## config.mk

```make
export PLATFORM = sky130hd
export DESIGN_NAME = pc_seq_unit_flat
export DESIGN_NICKNAME = d
export VERILOG_FILES = /design/src/rtl/pc_seq_unit_if.sv /design/src/rtl/pc_seq_unit.sv /design/src/flat_wrapper.sv
export SDC_FILE = /design/constraint.sdc
export NUM_CORES = 1
export LEC_CHECK = 0
export BUFFER_PORTS_ARGS = -buffer_cell sky130_fd_sc_hd__buf_4
export CAP_MARGIN = 40
export CORE_MARGIN = 2
export CORE_UTILIZATION = 27
export CTS_BUF_LIST = sky130_fd_sc_hd__clkbuf_8
export DETAILED_ROUTE_END_ITERATION = 6
export PLACE_DENSITY_LB_ADDON = 0.05
export SYNTH_ARGS = -nofsm -noshare
export SYNTH_HDL_FRONTEND = slang
export SYNTH_SLANG_ARGS = --single-unit
```

## constraint.sdc

```tcl
create_clock -name clk -period 8 [get_ports clk]
set_clock_uncertainty 0.15 [all_clocks]
set_input_delay 1.6 -clock clk [delete_from_list [all_inputs] [get_ports clk]]
set_output_delay 1.6 -clock clk [all_outputs]
set_load 0.01 [all_outputs]
```

## src/rtl/pc_seq_unit_if.sv

```systemverilog
// pc_seq_unit_if: fetch/execute handshake and PC/RAS status bundle for pc_seq_unit
interface pc_seq_unit_if #(
    parameter int WIDTH     = 16,
    parameter int RAS_DEPTH = 4
);
    logic                               instr_valid;
    logic                               stall;
    logic [15:0]                        instr;
    logic [WIDTH-1:0]                   alu_out;
    logic [WIDTH-1:0]                   brj_dest;
    logic                               bt;
    logic [WIDTH-1:0]                   pc;
    logic [WIDTH-1:0]                   next_pc;
    logic [$clog2(RAS_DEPTH+1)-1:0]     ras_count;
    logic                               ras_mismatch;
    logic                               ras_overflow;
    logic [WIDTH-1:0]                   epc;

    modport master (
        output instr_valid, stall, instr, alu_out, brj_dest, bt,
        input  pc, next_pc, ras_count, ras_mismatch, ras_overflow, epc
    );

    modport slave (
        input  instr_valid, stall, instr, alu_out, brj_dest, bt,
        output pc, next_pc, ras_count, ras_mismatch, ras_overflow, epc
    );
endinterface

```

## src/rtl/pc_seq_unit.sv

```systemverilog
// pc_seq_unit: registered PC with next-PC select, advisory return-address stack and
// optional SIIC/RTI exception return state (enabled by defining PC_EXCEPTION_EN).
module pc_seq_unit #(
    parameter int          WIDTH      = 16,
    parameter int          RAS_DEPTH  = 4,
    parameter int unsigned RESET_PC   = 0,
    parameter int unsigned EXC_VECTOR = 16'h0002
) (
    input logic          clk,
    input logic          rst,
    pc_seq_unit_if.slave bus
);
    localparam int CW = $clog2(RAS_DEPTH + 1);
    localparam int PW = $clog2(RAS_DEPTH);
    localparam logic [WIDTH-1:0] RST_VAL = WIDTH'(RESET_PC);
    localparam logic [WIDTH-1:0] EXC_VAL = WIDTH'(EXC_VECTOR);
    localparam logic [4:0] OP_SIIC = 5'b00010, OP_RTI = 5'b00011, OP_J = 5'b00100,
                           OP_JR = 5'b00101, OP_JAL = 5'b00110, OP_JALR = 5'b00111,
                           OP_BEQZ = 5'b01100, OP_BNEZ = 5'b01101, OP_RET = 5'b01110,
                           OP_BLTZ = 5'b01111;

    logic [4:0]       op;
    logic             commit, is_br, is_jmp, is_push, is_ret, is_rti, is_siic, full;
    logic [WIDTH-1:0] pc, pc_inc, target, rti_target, epc;
    logic [WIDTH-1:0] ras [RAS_DEPTH];
    logic [PW-1:0]    top, top_inc, top_dec;
    logic [CW-1:0]    count;
    logic             mismatch, overflow;
    logic             unused_ok;

    assign op        = bus.instr[15:11];
    assign unused_ok = ^bus.instr[10:0];
    assign commit    = bus.instr_valid && !bus.stall;
    assign is_br     = op == OP_BEQZ || op == OP_BNEZ || op == OP_BLTZ;
    assign is_jmp    = op == OP_J || op == OP_JR || op == OP_JAL || op == OP_JALR;
    assign is_push   = op == OP_JAL || op == OP_JALR;
    assign is_ret    = op == OP_RET;
    assign is_rti    = op == OP_RTI;
    assign full      = count == CW'(RAS_DEPTH);
    assign top_inc   = (top == PW'(RAS_DEPTH - 1)) ? '0 : top + PW'(1);
    assign top_dec   = (top == '0) ? PW'(RAS_DEPTH - 1) : top - PW'(1);

`ifdef PC_EXCEPTION_EN
    assign is_siic    = op == OP_SIIC;
    assign rti_target = epc;
    always_ff @(posedge clk) begin
        if (rst)
            epc <= '0;
        else if (commit && is_siic)
            epc <= pc_inc;
    end
`else
    assign is_siic    = 1'b0;
    assign rti_target = bus.alu_out;
    assign epc        = '0;
`endif

    always_comb begin
        pc_inc = pc + WIDTH'(2);
        target = is_jmp  ? bus.brj_dest :
                 is_br   ? (bus.bt ? bus.brj_dest : pc_inc) :
                 is_ret  ? bus.alu_out :
                 is_rti  ? rti_target :
                 is_siic ? EXC_VAL : pc_inc;
    end

    always_ff @(posedge clk) begin
        if (rst)
            pc <= RST_VAL;
        else if (commit)
            pc <= target;
    end

    // Circular stack: when full, top already points at the oldest entry, so a push overwrites it.
    always_ff @(posedge clk) begin
        if (!rst && commit && is_push)
            ras[top] <= pc_inc;
    end

    always_ff @(posedge clk) begin
        if (rst) begin
            top      <= '0;
            count    <= '0;
            mismatch <= 1'b0;
            overflow <= 1'b0;
        end else begin
            mismatch <= 1'b0;
            overflow <= 1'b0;
            if (commit && is_push) begin
                top      <= top_inc;
                count    <= full ? count : count + CW'(1);
                overflow <= full;
            end else if (commit && is_ret) begin
                if (count != '0) begin
                    top      <= top_dec;
                    count    <= count - CW'(1);
                    mismatch <= ras[top_dec] != bus.alu_out;
                end else begin
                    mismatch <= 1'b1;
                end
            end
        end
    end

    assign bus.pc           = pc;
    assign bus.next_pc      = commit ? target : pc;
    assign bus.ras_count    = count;
    assign bus.ras_mismatch = mismatch;
    assign bus.ras_overflow = overflow;
    assign bus.epc          = epc;
endmodule

```

## src/flat_wrapper.sv

```systemverilog
// flat-port wrapper written by rule: the top's interface ports become plain ports
module pc_seq_unit_flat 
#(
    parameter int          WIDTH      = 16,
    parameter int          RAS_DEPTH  = 4,
    parameter int unsigned RESET_PC   = 0,
    parameter int unsigned EXC_VECTOR = 16'h0002
)
  (clk, rst, bus_instr_valid, bus_stall, bus_instr, bus_alu_out, bus_brj_dest, bus_bt, bus_pc, bus_next_pc, bus_ras_count, bus_ras_mismatch, bus_ras_overflow, bus_epc);
  pc_seq_unit_if #(.WIDTH(WIDTH), .RAS_DEPTH(RAS_DEPTH)) bus_i ();
  input logic clk;
  input logic rst;
  input wire logic [$bits(bus_i.instr_valid)-1:0] bus_instr_valid;
  input wire logic [$bits(bus_i.stall)-1:0] bus_stall;
  input wire logic [$bits(bus_i.instr)-1:0] bus_instr;
  input wire logic [$bits(bus_i.alu_out)-1:0] bus_alu_out;
  input wire logic [$bits(bus_i.brj_dest)-1:0] bus_brj_dest;
  input wire logic [$bits(bus_i.bt)-1:0] bus_bt;
  output wire logic [$bits(bus_i.pc)-1:0] bus_pc;
  output wire logic [$bits(bus_i.next_pc)-1:0] bus_next_pc;
  output wire logic [$bits(bus_i.ras_count)-1:0] bus_ras_count;
  output wire logic [$bits(bus_i.ras_mismatch)-1:0] bus_ras_mismatch;
  output wire logic [$bits(bus_i.ras_overflow)-1:0] bus_ras_overflow;
  output wire logic [$bits(bus_i.epc)-1:0] bus_epc;
  assign bus_i.instr_valid = bus_instr_valid;
  assign bus_i.stall = bus_stall;
  assign bus_i.instr = bus_instr;
  assign bus_i.alu_out = bus_alu_out;
  assign bus_i.brj_dest = bus_brj_dest;
  assign bus_i.bt = bus_bt;
  assign bus_pc = bus_i.pc;
  assign bus_next_pc = bus_i.next_pc;
  assign bus_ras_count = bus_i.ras_count;
  assign bus_ras_mismatch = bus_i.ras_mismatch;
  assign bus_ras_overflow = bus_i.ras_overflow;
  assign bus_epc = bus_i.epc;
  pc_seq_unit #(.WIDTH(WIDTH), .RAS_DEPTH(RAS_DEPTH), .RESET_PC(RESET_PC), .EXC_VECTOR(EXC_VECTOR)) u_core (.clk(clk), .rst(rst), .bus(bus_i));
endmodule
```

---- Word-level counts from Yosys, hierarchy flattened ----
Memory sizes are Yosys's and may differ from the RTL's.
Cells that the tools add are included.
operators by class
  muxes and demuxes ....................... 18
  magnitude comparators ................... 0
  $add $sub $neg .......................... 5
  div/mod/pow operators ................... 0
  shift operators ......................... 0
  bitwise logic cells ..................... 2
  $mul .................................... 0
  equal/unequal tests ..................... 13
  reductions and logical operators ........ 21
operators by type and width
  cell                                                 number
  two-way mux 16 bit                                   6
  equality test 5 x 3 -> 1 bit, second input constant  4
  equality test 5 x 4 -> 1 bit, second input constant  4
  adder 16 x 2 -> 16 bit, second input constant        1
  inequality test 16 bit                               1
  two-way mux 3 bit                                    4
  two-way mux 2 bit                                    5
  logical OR 1 bit                                     6
  equality test 5 x 2 -> 1 bit, second input constant  1
  logical AND 1 bit                                    5
  nonzero test 2 bit                                   2
  adder 3 x 1 -> 3 bit, second input constant          1
  equality test 3 bit, second input constant           1
  two-way mux 1 bit                                    3
  AND reduction 3 bit                                  1
  nonzero test 3 bit                                   1
  OR reduction 3 bit                                   1
  subtractor 3 x 1 -> 3 bit, second input constant     1
  adder 2 x 1 -> 2 bit, second input constant          1
  equality test 2 bit, second input constant           1
  zero test 1 bit                                      2
  zero test 2 bit                                      1
  inequality test 2 bit, second input constant         1
  inverter 1 bit                                       2
  other kinds (3)                                      3
word-level totals
  bits of input ports ..................... 53
  memory bits (read-only) ................. 0
  bits in writable memories ............... 64
  memories ................................ 1
  output and inout port bits .............. 53
  latch bits .............................. 0
  register bits after elaboration ......... 23
  logic and storage cells ................. 65
memory list
  memory      depth  width  rd ports  clocked after memory_dff  wr ports  line               RTL
  u_core.ras  4      16     1         0                         1         pc_seq_unit.sv:25  logic [WIDTH-1:0] ras [RAS_DEPTH];

---- Longest topological paths before layout ----
Gate-level depths: netlist (run 1).
  depth after elaboration ................. 6
  gate-level depth with buffers ........... 10
  mapped depth without buffers ............ 8

---- Worst setup path before layout (run 1) ----
No wires, ideal clock.
  path kind ............................... input port to output port
  from .................................... input port bus_instr[14]
  to ...................................... output port bus_next_pc[14]
  path slack .............................. 3086 ps
  arrival time ............................ 3164 ps
  path buffers ............................ 1
  data required time ...................... 6250 ps
  stages .................................. 7
  path through ............................ buf_2 -> or3b_2 -> o21ai_0 -> a21oi_1 -> or3_1 -> a221oi_1 -> nor2_1
between the ends
  cells in the longest elaborated chain, start to end .. 6
  elaborated cells on any way between the ends .. 19
  classes of those cells .................. 9 x eq/ne; 5 x mux; 5 x reduce/logical
ends and longest elaborated chain
  what                                                    line                                  RTL
  from (decl)                                             flat_wrapper.sv:15                    input wire logic [$bits(bus_i.instr)-1:0] bus_instr;
  equality test 5 x 2 -> 1 bit (tied with other cells)    pc_seq_unit.sv:38                     assign is_rti = op == OP_RTI;
  two-way mux 16 bit (tied with other cells)              pc_seq_unit.sv:63                     is_rti ? rti_target :
  two-way mux 16 bit (tied with other cells)              pc_seq_unit.sv:62                     is_ret ? bus.alu_out :
  two-way mux 16 bit or logical OR 1 bit (tied branches)  pc_seq_unit.sv:61, pc_seq_unit.sv:35
  two-way mux 16 bit (*)                                  pc_seq_unit.sv:60                     target = is_jmp ? bus.brj_dest :
  two-way mux 16 bit (*)                                  pc_seq_unit.sv:106                    assign bus.next_pc = commit ? target : pc;
  to (decl)                                               flat_wrapper.sv:20                    output wire logic [$bits(bus_i.next_pc)-1:0] bus_next_pc;
Every way passes the cells marked *; elsewhere a longest branch is shown, timed or not.

---- Worst setup path in the final report (run 1) ----
  from .................................... input port bus_instr[14]
  to ...................................... output port bus_next_pc[3]
Same word-level chain as after synthesis.

==> impl_metrics.env, run 1 <==
export IMPL_met3WireLength_um=650
export IMPL_cp_data_required_time_ns=6.25
export IMPL_post_dp_hpwl_mm=11.1
export IMPL_fp_row_count=48
export IMPL_holdCritPathClass="reg2reg"
export IMPL_worst_slew_pin_slew_ns=0.740
export IMPL_start_util=0.274
export IMPL_reg2reg_depth=8
export IMPL_grt_total_usage=0.164
export IMPL_ctsHtreeMaxLevel=3
export IMPL_nFillCells=1752
export IMPL_grt_pass1_vias=3464
export IMPL_fin_nets=557
export IMPL_combPwrFrac=0.124
export IMPL_multi_input_comb_area_sq_um=2140
export IMPL_yosysSeqAreaShare=0.504
export IMPL_async_flop_share=0
export IMPL_ys_seq_elements=87
export IMPL_p_sw_frac=0.263
export IMPL_dieArea_sq_um=18600
export IMPL_vias=3573
export IMPL_die_w_um=136
export IMPL_highest_layer="met4"
export IMPL_crit_start="bus_instr[14]"
export IMPL_cts_tree="built"
export IMPL_ff_latch_area_sq_um=2380
export IMPL_place_congestion=0.785
export IMPL_grt_max_degree=24
export IMPL_grt_ovfl_total=0
export IMPL_end_kind="output pin"
export IMPL_cp_start_kind="input pin"
export IMPL_first_iter_violations=233
export IMPL_routed_wl_mm=14.8
export IMPL_power_frac_clock=0.370
export IMPL_holdWs_ns=0.406
export IMPL_grt_pass1_wl_mm=21.8
export IMPL_cts_sinks=87
export IMPL_max_clock_freq_mhz=181
export IMPL_fin_area_sq_um=5780
export IMPL_wl_met2_mm=7.20
export IMPL_synth_edf_count=64
export IMPL_placed_area_sq_um=5550
export IMPL_avgSynthCellArea_sq_um=11.1
export IMPL_max_cap_violations=0
export IMPL_crit_end="bus_next_pc[3]"
export IMPL_core_area_sq_um=17200
export IMPL_arrival_ns=3.76
export IMPL_final_min_clock_period_ns=5.51
export IMPL_final_setup_tns_ns=0
export IMPL_io_buffers=78
export IMPL_die_h_um=136
export IMPL_post_place_ws_ns=2.50
export IMPL_hold_violations=0
export IMPL_clkTransAtPathRegs_ns=0.09
export IMPL_antenna_found_initial=0
export IMPL_dr_pass1_iters=4
export IMPL_syn_area_sq_um=4730
export IMPL_synth_top_area_share=0.406
export IMPL_rsz0062_at_grt="no"
export IMPL_crit_type="in2out"
export IMPL_post_cts_setup_buffers=0
export IMPL_ys_warn_count=0
export IMPL_ios=106
export IMPL_layout_commonest_cell="buf_4"
export IMPL_cts_root_buf="clkbuf_8"
export IMPL_status="completed"
export IMPL_setup_viol=0
export IMPL_insertion_delay_ns=0.38
export IMPL_mostFrequentLayoutCells="buf_4 (83), edfxtp_1 (64), a21oi_1 (29), nand2_1 (24), dfxtp_1 (23)"
export IMPL_slew_headroom=0.507
export IMPL_synth_top_area_cell="edfxtp_1"
export IMPL_fin_crit_sh=0.689
export IMPL_syn_inst=426
export IMPL_cts_buffers=9
export IMPL_ff2ff_setup_slack_ns=4.44
export IMPL_ant_nets=0
export IMPL_fin_util=0.335
export IMPL_vias_per_cell=4.91
export IMPL_wl_per_cell_um=20.4
export IMPL_layout_drive_gt1_share=0.237
export IMPL_p_per_area_nw_per_um2=169
export IMPL_p_leak_uw=0.00206
export IMPL_seqPwrFrac=0.507
export IMPL_power_switching_uw=258
export IMPL_peakVddDrop_uv=100
export IMPL_route_layer_met1_wl_mm=6.85
export IMPL_antenna_cells=0
export IMPL_synth_area_leaders="edfxtp_1 (41%), dfxtp_1 (9.7%), mux4_2 (3.8%), xnor2_1 (3.1%), a21oi_1 (3.1%)"
export IMPL_ctsHoldBuffers=0
export IMPL_yosysUniqueCellTypes=63
export IMPL_r2r_start="u_core.top[0]"
export IMPL_drcViolationCount=0
export IMPL_cts_resized_gates=0
export IMPL_p_int_uw=721
export IMPL_ys_flop_type="edfxtp_1"
export IMPL_drv_slew=0
export IMPL_worst_slack_ns=2.49
export IMPL_crit_fanout=16
export IMPL_cts_buffer_depth=2
export IMPL_synthToLayoutAreaGrowth_pct=22.2
export IMPL_r2r_end="u_core.bus.ras_mismatch"
[registers in the layout (all words and copies together) (netlist names)]
| register | cells |
|---|---|
| u_core.ras | 64 |
| u_core.bus.ras_count | 3 |
| u_core.bus.pc | 16 |
| u_core.bus.ras_overflow | 1 |
| u_core.bus.ras_mismatch | 1 |
| u_core.top | 2 |
[metrics by stage]
step | power, uW | instances
after floorplan | 572 | 441
after global routing | 1020 | 728
after global placement | 629 | 708
final | 979 | 728
after CTS | 996 | 728
after detailed placement | 629 | 712
[critical path, stage by stage]
cell and delay, ns:
buf_4 0.15, or3b_1 0.39, a21oi_1 0.40, buf_4 0.31
nor2_1 0.10, a311o_1 0.36, a2bb2oi_1 0.25, buf_4 0.18
[power groups by stage]
stage                     registers (uW)  clock network [uW]  logic (uW)
final                                496                 362         121
after global routing                 497                 392         133
after CTS                            496                 377         123
after detailed placement             506                   0         122
after global placement               506                   0         122
after floorplan                      505                   0        66.9
[area by class of cell]
class,count,share of cell area
clock buffers,9,0.0214
clock inverters,7,0.0180
inverters,9,0.00584
multi-input cells,304,0.369
flip-flops and latches,87,0.412
well taps,225,0.0487
repair buffers,87,0.125
[cell families after synthesis]
family,synth area share
AOI/OAI and AO/OA,0.137
xor gates and xnor gates,0.0500
adders and majority gates,0.0175
buffers and inverters,0.0566
DFF,0.504
muxes,0.0786
other,0.000793
and+or+nand+nor,0.156
[metal layers]
metal,vias up,GRT usage
met4,0,0.0347
met1,1759,0.220
met2,94,0.269
li1,1711,-
met5,-,0
met3,9,0.0406
[synthesized netlist by cell type, types with 5 or more instances]
cell	count
a21o_1	7
a21oi_1	29
a31oi_1	6
and2_1	6
buf_2	7
buf_4	17
clkbuf_1	15
dfxtp_1	23
edfxtp_1	64
ha_1	5
inv_1	8
mux2i_1	6
mux4_1	5
mux4_2	8
nand2_1	24
nand2b_1	9
nand3_1	10
nand4_1	6
nor2_1	22
nor2b_1	13
nor3_1	16
o21ai_0	21
o31ai_1	5
or3_1	9
xnor2_1	17
xor2_1	10
[worst min-delay path by stage]
| stage | from | end | slack (ns) | cells after the start |
|---|---|---|---|---|
| 6_report | u_core.bus.ras_count[1] | u_core.bus.ras_count[1] | 0.41 | 2 |
| 5_1_grt | u_core.bus.ras_count[1] | u_core.bus.ras_count[1] | 0.45 | 2 |
| 4_1_cts | u_core.bus.ras_count[1] | u_core.bus.ras_count[1] | 0.41 | 2 |
| 3_5_place_dp | u_core.bus.ras_count[1] | u_core.bus.ras_count[1] | 0.39 | 2 |
| 3_3_place_gp | u_core.bus.ras_count[1] | u_core.bus.ras_count[1] | 0.39 | 2 |
| 2_1_floorplan | u_core.top[0] | u_core.top[0] | 0.33 | 1 |
Note: power is estimated with default switching activity, not from simulation.
==> run 2, diff against run 1 <==
- clock period: 8 -> 4.88 ns (I/O delays scaled with it)
==> impl_metrics.env, run 2 (synthesized netlist as in run 1, its figures left out) <==
export IMPL_worst_slew_pin_slew_ns=0.785
export IMPL_dieArea_sq_um=18600
export IMPL_final_setup_tns_ns=0
export IMPL_combPwrFrac=0.121
export IMPL_dr_pass1_iters=4
export IMPL_place_congestion=0.757
export IMPL_power_switching_uw=426
export IMPL_mostFrequentLayoutCells="buf_4 (89), edfxtp_1 (64), a21oi_1 (29), nand2_1 (24), dfxtp_1 (23)"
export IMPL_power_uw=1660
export IMPL_largest_reg_flops=64
export IMPL_cts_root_buf="clkbuf_8"
export IMPL_drcViolationCount=0
export IMPL_end_kind="output pin"
export IMPL_drv_slew=0
export IMPL_insertion_delay_ns=0.38
export IMPL_slew_headroom=0.477
export IMPL_ctsHtreeMaxLevel=3
export IMPL_rsz0062_at_grt="no"
export IMPL_fp_row_count=48
export IMPL_cts_sinks=87
export IMPL_post_dp_hpwl_mm=10.8
export IMPL_r2r_start="u_core.top[0]"
export IMPL_io_buffers=78
export IMPL_min_from="u_core.top[0]"
export IMPL_grt_total_usage=0.165
export IMPL_arrival_ns=2.85
export IMPL_start_util=0.274
export IMPL_cts_tree="built"
export IMPL_hold_violations=0
export IMPL_grt_pass1_vias=3495
export IMPL_first_iter_violations=289
export IMPL_layout_drive_gt1_share=0.242
export IMPL_vias=3589
export IMPL_seqPwrFrac=0.490
export IMPL_post_place_ws_ns=0.916
export IMPL_path_cells="buf_4 -> or3b_1 -> a21oi_1 -> buf_4 -> nor2_1 -> a311o_1 -> a2bb2oi_1 -> buf_4"
export IMPL_holdCritPathClass="reg2reg"
export IMPL_r2r_end="u_core.bus.ras_mismatch"
export IMPL_wl_per_cell_um=20.4
export IMPL_cp_data_required_time_ns=3.75
export IMPL_max_clock_freq_mhz=251
export IMPL_cp_start_kind="input pin"
export IMPL_p_leak_uw=0.00206
export IMPL_max_cap_violations=0
export IMPL_routed_wl_mm=14.9
export IMPL_grt_pass1_wl_mm=22.0
export IMPL_post_cts_setup_buffers=0
export IMPL_setup_viol=0
export IMPL_cts_buffers=9
export IMPL_crit_slowest_cell="or3b_1"
export IMPL_ant_nets=0
export IMPL_crit_start="bus_instr[14]"
export IMPL_cts_resized_gates=0
export IMPL_grt_max_degree=24
export IMPL_clkTransAtPathRegs_ns=0.10
export IMPL_path_delay_family="compound AO/OA/AOI/OAI gates"
export IMPL_status="completed"
export IMPL_ios=106
export IMPL_holdPathEnd="u_core.top[0]"
export IMPL_critPathMostFrequentCell="buf_4"
export IMPL_peakVddDrop_uv=166
export IMPL_power_frac_clock=0.389
export IMPL_crit_fanout=20
export IMPL_cp_slowest_stage_delay_ns=0.39
export IMPL_antenna_found_initial=0
export IMPL_holdPathStages=1
export IMPL_final_min_clock_period_ns=3.98
export IMPL_die_h_um=136
export IMPL_crit_buf_inv=3
export IMPL_p_sw_frac=0.257
export IMPL_core_area_sq_um=17200
export IMPL_crit_type="in2out"
export IMPL_holdWs_ns=0.405
export IMPL_grt_ovfl_total=0
export IMPL_reg2reg_depth=8
export IMPL_synthToLayoutAreaGrowth_pct=21.6
export IMPL_ff2ff_setup_slack_ns=1.59
export IMPL_vias_per_cell=4.92
export IMPL_worst_slack_ns=0.903
export IMPL_p_int_uw=1230
export IMPL_fin_nets=559
export IMPL_layout_commonest_cell="buf_4"
export IMPL_dp_cells=714
export IMPL_ctsHoldBuffers=0
export IMPL_cts_buffer_depth=2
export IMPL_p_per_area_nw_per_um2=289
export IMPL_largest_register="u_core.ras"
export IMPL_fin_crit_sh=0.815
export IMPL_die_w_um=136
export IMPL_antenna_cells=0
export IMPL_instances_no_fill=730
==> run 2: power groups by stage <==
stage	Sequential, uW	Clock (uW)	Combinational [uW]
6_report	813	646	200
5_1_grt	815	697	219
4_1_cts	813	668	202
3_5_place_dp	830	0	200
3_3_place_gp	830	0	200
2_1_floorplan	828	0	110
==> run 2: worst register-to-register path: stages (launching register included) <==
cell      delay, ns
dfxtp_1        0.46
inv_1          0.10
ha_1           0.28
nor2b_4        0.41
mux4_2         0.61
xor2_1         0.16
or4_1          0.51
nor4_2         0.35
a211oi_1       0.14
==> run 2: worst max-delay path by stage <==
| stage | to | slack [ns] | cells after the start |
|---|---|---|---|
| after detailed placement | bus_next_pc[3] | 0.92 | 8 |
| after floorplan | bus_next_pc[14] | 1.21 | 7 |
| after global placement | bus_next_pc[8] | 0.94 | 8 |
| final | bus_next_pc[3] | 0.90 | 8 |
| after CTS | bus_next_pc[3] | 0.90 | 8 |
| after global routing | bus_next_pc[3] | 0.77 | 8 |
==> run 2: cell type report <==
cell class              instances  area, sq um
clock inverters                 7          126
multi-input cells             304         2140
repair buffers                 89          668
inverters                       9         33.8
clock buffers                   9          124
flip-flops and latches         87         2380
fillers                      1772        11500
well taps                     225          282
==> run 2: metrics by stage <==
| stage | utilization | cell area [sq um] |
|---|---|---|
| finish | 0.334 | 5750 |
| global route | 0.334 | 5750 |
| CTS | 0.334 | 5750 |
| detailed placement | 0.319 | 5500 |
| global placement | 0.319 | 5500 |
| floorplan | - | 4790 |
==> run 2: layer usage <==
layer | routed length (um) | share of wire | global-route usage
met1 | 7010 | 0.47 | 0.226
met2 | 7060 | 0.47 | 0.262
met3 | 543 | 0.037 | 0.0384
met4 | 252 | 0.017 | 0.0434
met5 | 0 | 0 | 0
==> run 3, diff against run 2 <==
- clock period: 4.88 -> 3.8 ns (I/O delays scaled with it)
==> impl_metrics.env, run 3 (synthesized netlist as in run 1, its figures left out) <==
export IMPL_crit_slowest_cell="dfxtp_1"
export IMPL_clkTransAtPathRegs_ns=0.10
export IMPL_met3WireLength_um=704
export IMPL_final_min_clock_period_ns=3.52
export IMPL_power_switching_uw=539
export IMPL_grt_pass1_vias=3562
export IMPL_power_uw=1930
export IMPL_largest_reg_flops=64
export IMPL_cts_sinks=87
export IMPL_fp_row_count=48
export IMPL_power_frac_clock=0.323
export IMPL_p_sw_frac=0.280
export IMPL_ios=106
export IMPL_crit_type="reg2out"
export IMPL_max_cap_violations=0
export IMPL_die_w_um=136
export IMPL_grt_pass1_wl_mm=21.9
export IMPL_vias=3610
export IMPL_insertion_delay_ns=0.39
export IMPL_peakVddDrop_uv=162
export IMPL_cp_slowest_stage_delay_ns=0.50
export IMPL_dr_pass1_iters=4
export IMPL_p_leak_uw=0.00208
export IMPL_post_cts_setup_buffers=0
export IMPL_core_area_sq_um=17200
export IMPL_wl_per_cell_um=19.8
export IMPL_ctsHoldBuffers=0
export IMPL_ctsHtreeMaxLevel=3
export IMPL_antenna_cells=0
export IMPL_grt_ovfl_total=0
export IMPL_die_h_um=136
export IMPL_holdCritPathClass="reg2reg"
export IMPL_arrival_ns=2.61
export IMPL_highest_layer="met4"
export IMPL_path_cells="and4_1 -> nand2_1 -> nor2_1 -> xor2_1 -> nand3_1 -> a31oi_1 -> buf_4"
export IMPL_cp_start_kind="flop"
export IMPL_seqPwrFrac=0.541
export IMPL_fin_nets=567
export IMPL_p_int_uw=1390
export IMPL_cp_data_required_time_ns=2.89
export IMPL_final_setup_tns_ns=0
export IMPL_largest_register="u_core.ras"
export IMPL_p_per_area_nw_per_um2=336
export IMPL_layout_drive_gt1_share=0.251
export IMPL_crit_fanout=8
export IMPL_cts_root_buf="clkbuf_8"
export IMPL_ant_nets=0
export IMPL_layout_commonest_cell="buf_4"
export IMPL_rsz0062_at_grt="no"
export IMPL_worst_slack_ns=0.275
export IMPL_io_buffers=78
export IMPL_drv_slew=0
export IMPL_hold_violations=0
export IMPL_cts_resized_gates=0
export IMPL_synthToLayoutAreaGrowth_pct=21.4
export IMPL_end_kind="output pin"
export IMPL_holdWs_ns=0.394
export IMPL_vias_per_cell=4.89
export IMPL_grt_total_usage=0.164
export IMPL_setup_viol=0
export IMPL_wl_met2_mm=6.97
export IMPL_path_delay_family="simple AND/OR/NAND/NOR gates"
export IMPL_mostFrequentLayoutCells="buf_4 (97), edfxtp_1 (64), a21oi_1 (29), nand2_1 (24), dfxtp_1 (23)"
export IMPL_status="completed"
export IMPL_routed_wl_mm=14.6
export IMPL_antenna_found_initial=0
export IMPL_crit_buf_inv=1
export IMPL_slew_headroom=0.552
export IMPL_dieArea_sq_um=18600
export IMPL_grt_max_degree=24
export IMPL_cts_buffer_depth=2
export IMPL_fin_crit_sh=0.928
export IMPL_cts_buffers=9
export IMPL_worst_slew_pin_slew_ns=0.667
export IMPL_place_congestion=0.808
export IMPL_post_place_ws_ns=0.344
export IMPL_cts_tree="built"
export IMPL_start_util=0.274
export IMPL_fin_util=0.333
export IMPL_first_iter_violations=259
export IMPL_max_clock_freq_mhz=284
export IMPL_post_dp_hpwl_mm=10.9
export IMPL_drcViolationCount=0
export IMPL_combPwrFrac=0.136
export IMPL_route_layer_met1_wl_mm=6.78
run 3: cell types whose count changed in the layout (fill, tap and decap cells not counted):
cell	delta
buf_4	+8
clkinvlp_4	-1
bufinv_16	-3
clkinv_4	+2
inv_1	+1
clkinv_2	+1
run 3: final timing paths:
kind,from,end,slack (ns),cells past startpoint
worst max-delay path,u_core.bus.pc[3],bus_next_pc[13],0.28,7
worst min-delay path,u_core.top[0],u_core.top[0],0.39,1
worst max register to register,u_core.top[0],u_core.bus.ras_mismatch,0.63,8
worst min register to register,u_core.top[0],u_core.top[0],0.39,1
run 3: power groups by stage:
stage	combinational [uW]	clock (uW)	sequential (uW)
2_1_floorplan	141	0	1060
3_3_place_gp	265	0	1060
3_5_place_dp	265	0	1060
4_1_cts	266	654	1040
5_1_grt	290	683	1040
6_report	263	622	1040
run 3: stage by stage:
stage                     std cells  cell area (sq um)
final                           738               5740
after floorplan                 441               4790
after detailed placement        722               5560
after global placement          722               5560
after global routing            738               5740
after CTS                       738               5740
run 3: metal layers:
layer  GRT usage  vias to the layer above
li1            -                     1730
met1       0.223                     1764
met2       0.265                      109
met3      0.0414                        7
met4      0.0370                        0
met5           0                        -
run 3: final cells by class:
class                   count  area (sq um)
inverters                   9          33.8
well taps                 225           282
clock buffers               9           124
flip-flops and latches     87          2380
repair buffers             97           728
fillers                  1781         11500
clock inverters             7          55.1
multi-input cells         304          2140
